**config.mk**
```make
export PLATFORM = sky130hd
export DESIGN_NAME = ras_stack
export DESIGN_NICKNAME = d
export VERILOG_FILES = /design/src/rtl/ras_stack.sv
export SDC_FILE = /design/constraint.sdc
export NUM_CORES = 1
export LEC_CHECK = 0
export ABC_AREA = 0
export CAP_MARGIN = 20
export CORE_MARGIN = 2
export CORE_UTILIZATION = 35
export DETAILED_ROUTE_END_ITERATION = 10
export GPL_TIMING_DRIVEN = 1
export HOLD_SLACK_MARGIN = 0.03
export SLEW_MARGIN = 20
export SYNTH_ARGS = -nofsm -noshare
export SYNTH_HDL_FRONTEND = slang
export SYNTH_SLANG_ARGS = --single-unit
```
**constraint.sdc**
```tcl
create_clock -name clk -period 6.9 [get_ports clk]
set_input_delay 0.69 -clock clk [delete_from_list [all_inputs] [get_ports clk]]
set_output_delay 0.69 -clock clk [all_outputs]
set_load 0.005 [all_outputs]
```
**src/rtl/ras_stack.sv**
```systemverilog
// rtl/ras_stack.sv - circular return-address stack with overwrite-oldest overflow
// Define RAS_CKPT_EN to restore tos/cnt from a checkpoint on resteer instead of flushing.
module ras_stack #(
  parameter int XLEN  = 32,
  parameter int DEPTH = 8
) (
  input  logic            clk,
  input  logic            rst,
  input  logic            ras_push,
  input  logic            ras_pop,
  input  logic [XLEN-1:0] ras_ret_addr,
  input  logic            resteer,
  input  logic            ras_ckpt,
  output logic [XLEN-1:0] ras_target,
  output logic            ras_target_valid,
  output logic            ras_empty,
  output logic            ras_full,
  output logic            ras_overflow,
  output logic            ras_underflow
);
  localparam int PTR_W = $clog2(DEPTH);
  localparam int CNT_W = PTR_W + 1;
  localparam logic [PTR_W-1:0] TOS_RST = PTR_W'(DEPTH - 1);
  localparam logic [CNT_W-1:0] CNT_MAX = CNT_W'(DEPTH);

  logic [XLEN-1:0]  mem_q [DEPTH];
  logic [PTR_W-1:0] tos_q, tos_d;
  logic [CNT_W-1:0] cnt_q, cnt_d;
  logic [XLEN-1:0]  target_q, target_d;
  logic             target_valid_q, target_valid_d;
  logic             overflow_q, overflow_d;
  logic             underflow_q, underflow_d;
  logic             mem_we;
  logic [PTR_W-1:0] mem_waddr;

`ifdef RAS_CKPT_EN
  logic [PTR_W-1:0] ckpt_tos_q, ckpt_tos_d;
  logic [CNT_W-1:0] ckpt_cnt_q, ckpt_cnt_d;
`else
  logic unused_ckpt;
  assign unused_ckpt = ras_ckpt;
`endif

  always_comb begin
    tos_d          = tos_q;
    cnt_d          = cnt_q;
    target_d       = target_q;
    target_valid_d = 1'b0;
    overflow_d     = 1'b0;
    underflow_d    = 1'b0;
    mem_we         = 1'b0;
    mem_waddr      = tos_q;

    if (resteer) begin
`ifdef RAS_CKPT_EN
      tos_d = ckpt_tos_q;
      cnt_d = ckpt_cnt_q;
`else
      tos_d = TOS_RST;
      cnt_d = '0;
`endif
    end else if (ras_push && ras_pop && cnt_q != '0) begin
      // Return then call: hand out the old top, then replace it in place.
      target_d       = mem_q[tos_q];
      target_valid_d = 1'b1;
      mem_we         = 1'b1;
    end else if (ras_push) begin
      tos_d     = tos_q + 1'b1;
      mem_we    = 1'b1;
      mem_waddr = tos_d;
      if (cnt_q == CNT_MAX) overflow_d = 1'b1;
      else                  cnt_d = cnt_q + 1'b1;
    end else if (ras_pop) begin
      if (cnt_q != '0) begin
        target_d       = mem_q[tos_q];
        target_valid_d = 1'b1;
        tos_d          = tos_q - 1'b1;
        cnt_d          = cnt_q - 1'b1;
      end else begin
        underflow_d = 1'b1;
      end
    end

    if (rst) mem_we = 1'b0;

`ifdef RAS_CKPT_EN
    ckpt_tos_d = ckpt_tos_q;
    ckpt_cnt_d = ckpt_cnt_q;
    if (ras_ckpt && !resteer) begin
      ckpt_tos_d = tos_d;
      ckpt_cnt_d = cnt_d;
    end
`endif
  end

  always_ff @(posedge clk) begin
    if (rst) begin
      tos_q          <= TOS_RST;
      cnt_q          <= '0;
      target_q       <= '0;
      target_valid_q <= 1'b0;
      overflow_q     <= 1'b0;
      underflow_q    <= 1'b0;
`ifdef RAS_CKPT_EN
      ckpt_tos_q     <= '0;
      ckpt_cnt_q     <= '0;
`endif
    end else begin
      tos_q          <= tos_d;
      cnt_q          <= cnt_d;
      target_q       <= target_d;
      target_valid_q <= target_valid_d;
      overflow_q     <= overflow_d;
      underflow_q    <= underflow_d;
`ifdef RAS_CKPT_EN
      ckpt_tos_q     <= ckpt_tos_d;
      ckpt_cnt_q     <= ckpt_cnt_d;
`endif
    end
  end

  // Entry storage is deliberately left out of reset.
  always_ff @(posedge clk) begin
    if (mem_we) mem_q[mem_waddr] <= ras_ret_addr;
  end

  assign ras_target       = target_q;
  assign ras_target_valid = target_valid_q;
  assign ras_overflow     = overflow_q;
  assign ras_underflow    = underflow_q;
  assign ras_empty        = (cnt_q == '0);
  assign ras_full         = (cnt_q == CNT_MAX);
endmodule

```
==> flow_summary.yaml, run 1 <==
outcome:
  status: "complete, no violations"
finish:
  fin_area_mm2: 0.01374
  layout-drive-gt1-share_pct: 20.55
  layout_common_cells: "edfxtp_1, clkdlybuf4s50_1, mux4_2, dfxtp_1, nor2_1"
  layout.nets: 708
  final_common_cell: "edfxtp_1"
  antenna_cells: 0
  syn2layout_area_growth_pct: 20.49
  instances_no_fill: 1128
worst_setup_path:
  cp-startpoint: "ras_push"
  r2r_slack_ns: 3.58
  rr_worst_depth: 5
  critPathKind: "input pin to flip-flop"
  crit_fanout: 17
  slowest_delay_ns: 0.71
  crit_arrival_ns: 3.57
  cp.required_ns: 7.11
  slowest_stage: "clkdlybuf4s50_1"
  end_kind: "flip-flop"
  crit_cells: 7
  critPathTopFamily: "buffers and inverters"
  r2r-end: "mem_q[2][19]"
  r2r-start: "cnt_q[1]"
  critical_path_buf_inv_count: 3
  worstPathCellList: "clkdlybuf4s50_1, inv_2, ha_1, mux2i_1, nand3_1, nor2_4, buf_4"
  cp-start-kind: "input pin"
  endpoint: "mem_q[2][19]"
sta:
  slew_headroom_pct: 34.51
  setup_viol: 0
  finalHoldViolCount: 0
  period_minus_slack_ns: 3.355
  period_share_pct: 48.62
  layout_setup_ws_ns: 3.545
  max_freq_mhz: 298.1
  setup_tns_ns: 0
  worst_pin_slew_ns: 0.9823
  grt_setup_unrepaired: "false"
  maxSlewViolCount: 0
  fin_skew_ns: 0.01163
detailed_routing:
  wl_per_cell_um: 20.27
  drt_iter0_drc: 336
  finalWirelength_um: 22860
  antenna_left: 0
  num_vias: 5533
  drtPass1Iterations: 5
  viasPerCell: 4.905
  drc: 0
die:
  die_x_um: 184.5
  start_util_pct: 35.33
  dieHeight_um: 184.5
  rows: 66
  dieArea_mm2: 0.03405
  ios: 75
  core_mm2: 0.03229
cts:
  cts_setup_buffers: 0
  cts_buffers: 31
  clk_pin_slew_ns: 0.06
  cts_hold_buf: 0
  htree_levels: 1
  ctsResizeCount: 0
  clockBufferDepth: 3
  cts_num_sinks: 301
  clock_latency_ns: 0.55
  ctsRootBufferMaster: "clkbuf_16"
  cts_tree: "done"
placement:
  place_inst: 1072
  place_hpwl_um: 12670
  gp_congestion: 0.7255
  post_dp_cell_area_mm2: 0.01271
  port_buffers: 73
  pre_cts_ws_ns: 2.936
logic_synthesis:
  synthesis.nets: 622
  ys_seq_elements: 301
  avgSynthCellArea_um2: 19.77
  synth_ff_type: "edfxtp_1"
  synthCells: 577
  yosysWarningCount: 0
  syn_area_mm2: 0.01141
  async_flop_share_pct: 0
  synth_sequential_area_ratio_pct: 75.30
  synth_edf_count: 256
  ys_types: 40
grt:
  track_usage_pct: 13.41
  grt_pass1_vias: 5821
  grt_pass1_wl_um: 34020
  antenna_found_initial: 3
  grt_overflow_total: 0
  grt_max_degree: 65
power_and_ir_drop:
  seqPwrFrac_pct: 51.6
  power_density_mw_per_mm2: 288.1
  peakVddDrop_mv: 0.1774
  p_sw_uw: 826.3
  p_sw_share_pct: 20.87
  total_power_uw: 3960
  p_clk_share_pct: 41.8
  power_frac_comb_pct: 6.6
  p_int_uw: 3134
  p_leak_uw: 0.004548
hold_path:
  holdPathStages: 2
  hold_path.class: "flip-flop to flip-flop"
flow_run:
  drv_cap: 0
==> cell type report <==
type | count | area [um^2]
clock buffer | 42 | 867.1
clock inverter | 14 | 165.2
fill | 2779 | 18550
inverter | 6 | 22.52
multi-input combinational | 239 | 2730
sequential | 301 | 8597
tap | 442 | 553.0
timing repair buffer | 84 | 808.3
==> how the worst min path moves through the flow <==
stage / start / endpoint
after floorplan: ras_target[31] / ras_target[31]
after global placement: ras_target[17] / ras_target[17]
after detailed placement: ras_target[17] / ras_target[17]
after CTS: ras_target[17] / ras_target[17]
after global routing: ras_target[15] / ras_target[15]
final: ras_target[17] / ras_target[17]
==> synth_stat cells, types with 2 or more instances <==
cell type  instances  area, um^2
inv_1              5       18.77
o21ai_0            2       10.01
mux2i_1           34       340.3
nand3_1           10       50.05
a21oi_1            6       30.03
nor4_1             2       12.51
nor3_1             9       45.04
buf_2              7       35.03
mux4_2            64        1441
a2bb2oi_1          2       17.52
clkbuf_1          14       52.55
edfxtp_1         256        7687
ha_1               6       75.07
dfxtp_1           45       900.9
xnor2_1            2       17.52
a31oi_1            2       12.51
a211oi_1          33       247.7
and4_1             2       17.52
nor2_1            44       165.2
nand2_1            4       15.01
a21boi_0           2       15.01
buf_1              8       30.03
==> state kept, by name, summed over array words and instances, names as in the netlist, named ones only <==
name and flops:
cnt_q 4, ras_underflow 1, ras_overflow 1, ras_target_valid 1, mem_q 256, tos_q 3
ras_target 32
==> stage by stage <==
step | hold slack (ns) | util, %
2_1_floorplan | 0.4938 | -
3_3_place_gp | 0.4969 | 39.37
3_5_place_dp | 0.4916 | 39.37
4_1_cts | 0.5007 | 42.56
5_1_grt | 0.5141 | 42.56
6_report | 0.4943 | 42.56
==> tightest hold or removal path, delay by kind of cell (launching register included) <==
| family | cells | cell delay (ns) |
|---|---|---|
| AND/OR/NAND/NOR | 1 | 0.09 |
| flip-flops | 1 | 0.31 |
| AO/OA/AOI/OAI | 1 | 0.05 |
==> per-layer routing <==
metal	up-vias	track usage, %	routed length [um]
li1	2539	-	-
met1	2806	16.81	9742
met2	137	23.52	11460
met3	45	3.003	1201
met4	6	3.424	417
met5	-	0	42
==> power groups by stage <==
stage,Clock [uW],Combinational (uW),Sequential [uW]
floorplan,0,167,2060
global placement,0,255,2080
detailed placement,0,264,2080
CTS,1700,265,2040
global route,1770,283,2050
finish,1660,260,2040
==> logic make-up (layout without fill, tap and decap cells) <==
group,after synthesis,after routing,synth area share [%]
muxes,98,98,15.62
DFF,301,301,75.30
xor gates and xnor gates,3,3,0.2304
and+or+nand+nor,79,79,3.203
buffers and inverters,37,146,1.338
AOI/OAI and AO/OA,52,52,3.477
adders and majority gates,7,7,0.8337
(Power assumes the default switching activity.)
==> run 2, diff against run 1 <==
- clock period: 6.9 -> 3.3 ns (I/O delays scaled with it)
==> run 2 against run 1 <==
Effect of this change:
- combinational power grew 120%
- cell area is 2.0% higher
- critical endpoint is now mem_q[4][1]
- worst setup slack worse by 3.1 ns
- count of clock-buffer cells in the layout decreased by 3
- register-to-register slack got worse by 3.1 ns
- sequential share of layout area fell by 1.3 points
- critical path type is now flip-flop to flip-flop
- highest routed layer unchanged
- clock power grew 130%
- worst hold slack worse by 0.0058 ns
- sequential power is 110% higher
==> flow_summary.yaml, run 2 (same netlist as run 1, synthesis figures left out) <==
outcome:
  status: "complete, no violations"
detailed_routing:
  finalWirelength_um: 23380
  drc: 0
  antenna_left: 0
  drtPass1Iterations: 5
  wl_per_cell_um: 20.46
  viasPerCell: 4.984
  drt_iter0_drc: 403
  num_vias: 5697
finish:
  top_register: "mem_q"
  largest_reg_flops: 256
  layout-drive-gt1-share_pct: 22.11
  instances_no_fill: 1143
  layout.nets: 721
  antenna_cells: 0
  fin_area_mm2: 0.01402
  layout_common_cells: "edfxtp_1, clkdlybuf4s50_1, mux4_2, dfxtp_1, nor2_1"
  syn2layout_area_growth_pct: 22.96
  final_common_cell: "edfxtp_1"
sta:
  fin_skew_ns: 0.01743
  period_minus_slack_ns: 2.839
  worst_pin_slew_ns: 0.9192
  period_share_pct: 86.04
  finalHoldViolCount: 0
  max_freq_mhz: 352.2
  layout_setup_ws_ns: 0.4608
  whs_ns: 0.4886
  maxSlewViolCount: 0
  slew_headroom_pct: 38.72
  grt_setup_unrepaired: "false"
  setup_viol: 0
  setup_tns_ns: 0
die:
  die_x_um: 184.5
  dieArea_mm2: 0.03405
  core_mm2: 0.03229
  rows: 66
  dieHeight_um: 184.5
  start_util_pct: 35.33
  ios: 75
cts:
  clockBufferDepth: 3
  ctsRootBufferMaster: "clkbuf_16"
  htree_levels: 1
  cts_buffers: 31
  cts_setup_buffers: 0
  cts_hold_buf: 0
  cts_tree: "done"
  clock_latency_ns: 0.56
  clk_pin_slew_ns: 0.06
  cts_num_sinks: 301
  ctsResizeCount: 0
worst_setup_path:
  r2r-end: "mem_q[4][1]"
  r2r-start: "cnt_q[1]"
  cp.required_ns: 3.53
  critPathTopFamily: "compound AO/OA/AOI/OAI gates"
  critPathKind: "flip-flop to flip-flop"
  cp-startpoint: "cnt_q[1]"
  rr_worst_depth: 5
  slowest_stage: "o41ai_4"
  cp-start-kind: "flip-flop"
  worstPathCellList: "o41ai_4, mux2i_1, nand3_1, nor2_4, buf_4"
  r2r_slack_ns: 0.46
  crit_cells: 5
  end_kind: "flip-flop"
  crit_arrival_ns: 3.07
  crit_fanout: 16
  endpoint: "mem_q[4][1]"
  critical_path_buf_inv_count: 1
  slowest_delay_ns: 0.84
placement:
  port_buffers: 73
  gp_congestion: 0.7570
  place_inst: 1085
  post_dp_cell_area_mm2: 0.01288
  place_hpwl_um: 13790
  pre_cts_ws_ns: 0.4751
power_and_ir_drop:
  power_density_mw_per_mm2: 619.9
  peakVddDrop_mv: 0.4016
  p_leak_uw: 0.004708
grt:
  antenna_found_initial: 1
  grt_overflow_total: 0
  grt_max_degree: 47
  grt_pass1_wl_um: 35960
  track_usage_pct: 14.03
  grt_pass1_vias: 6122
hold_path:
  holdPathStages: 2
  hold_path.class: "input pin to flip-flop"
flow_run:
  drv_cap: 0
## run 2: metrics by stage
| stage | power, uW | utilization (%) |
|---|---|---|
| after global routing | 8991 | 43.44 |
| final | 8694 | 43.44 |
| after floorplan | 4660 | - |
| after CTS | 8797 | 43.44 |
| after global placement | 4904 | 39.90 |
| after detailed placement | 4931 | 39.90 |
## run 2: cell type report
class | instances | area, um^2
fill | 2775 | 18260
sequential | 301 | 8597
multi-input combinational | 239 | 2730
timing repair buffer | 97 | 980.9
clock buffer | 39 | 835.8
tap | 442 | 553.0
clock inverter | 19 | 305.3
inverter | 6 | 22.52
## run 2: how the worst min path moves through the flow
| stage | startpoint | endpoint | slack, ns |
|---|---|---|---|
| floorplan | resteer | ras_target_valid | 0.41 |
| global placement | ras_target[15] | ras_target[15] | 0.49 |
| detailed placement | ras_target[15] | ras_target[15] | 0.49 |
| CTS | rst | ras_target[12] | 0.48 |
| global route | ras_ret_addr[6] | mem_q[2][6] | 0.53 |
| finish | rst | ras_target[12] | 0.49 |
## run 2: metal layers
layer | track usage (%) | part of all wire [%] | vias up | wire length [um]
met1 | 17.93 | 43 | 2938 | 9986
li1 | - | - | 2558 | -
met4 | 3.840 | 2.0 | 2 | 476
met2 | 24.06 | 49 | 151 | 11570
met3 | 3.161 | 5.7 | 48 | 1335
met5 | 0 | 0.056 | - | 13
## run 2: report_power, final
part           internal, uW  switching, uW
registers              4200           64.4
logic                   293            285
clock network          2420           1430
total                  6910           1780
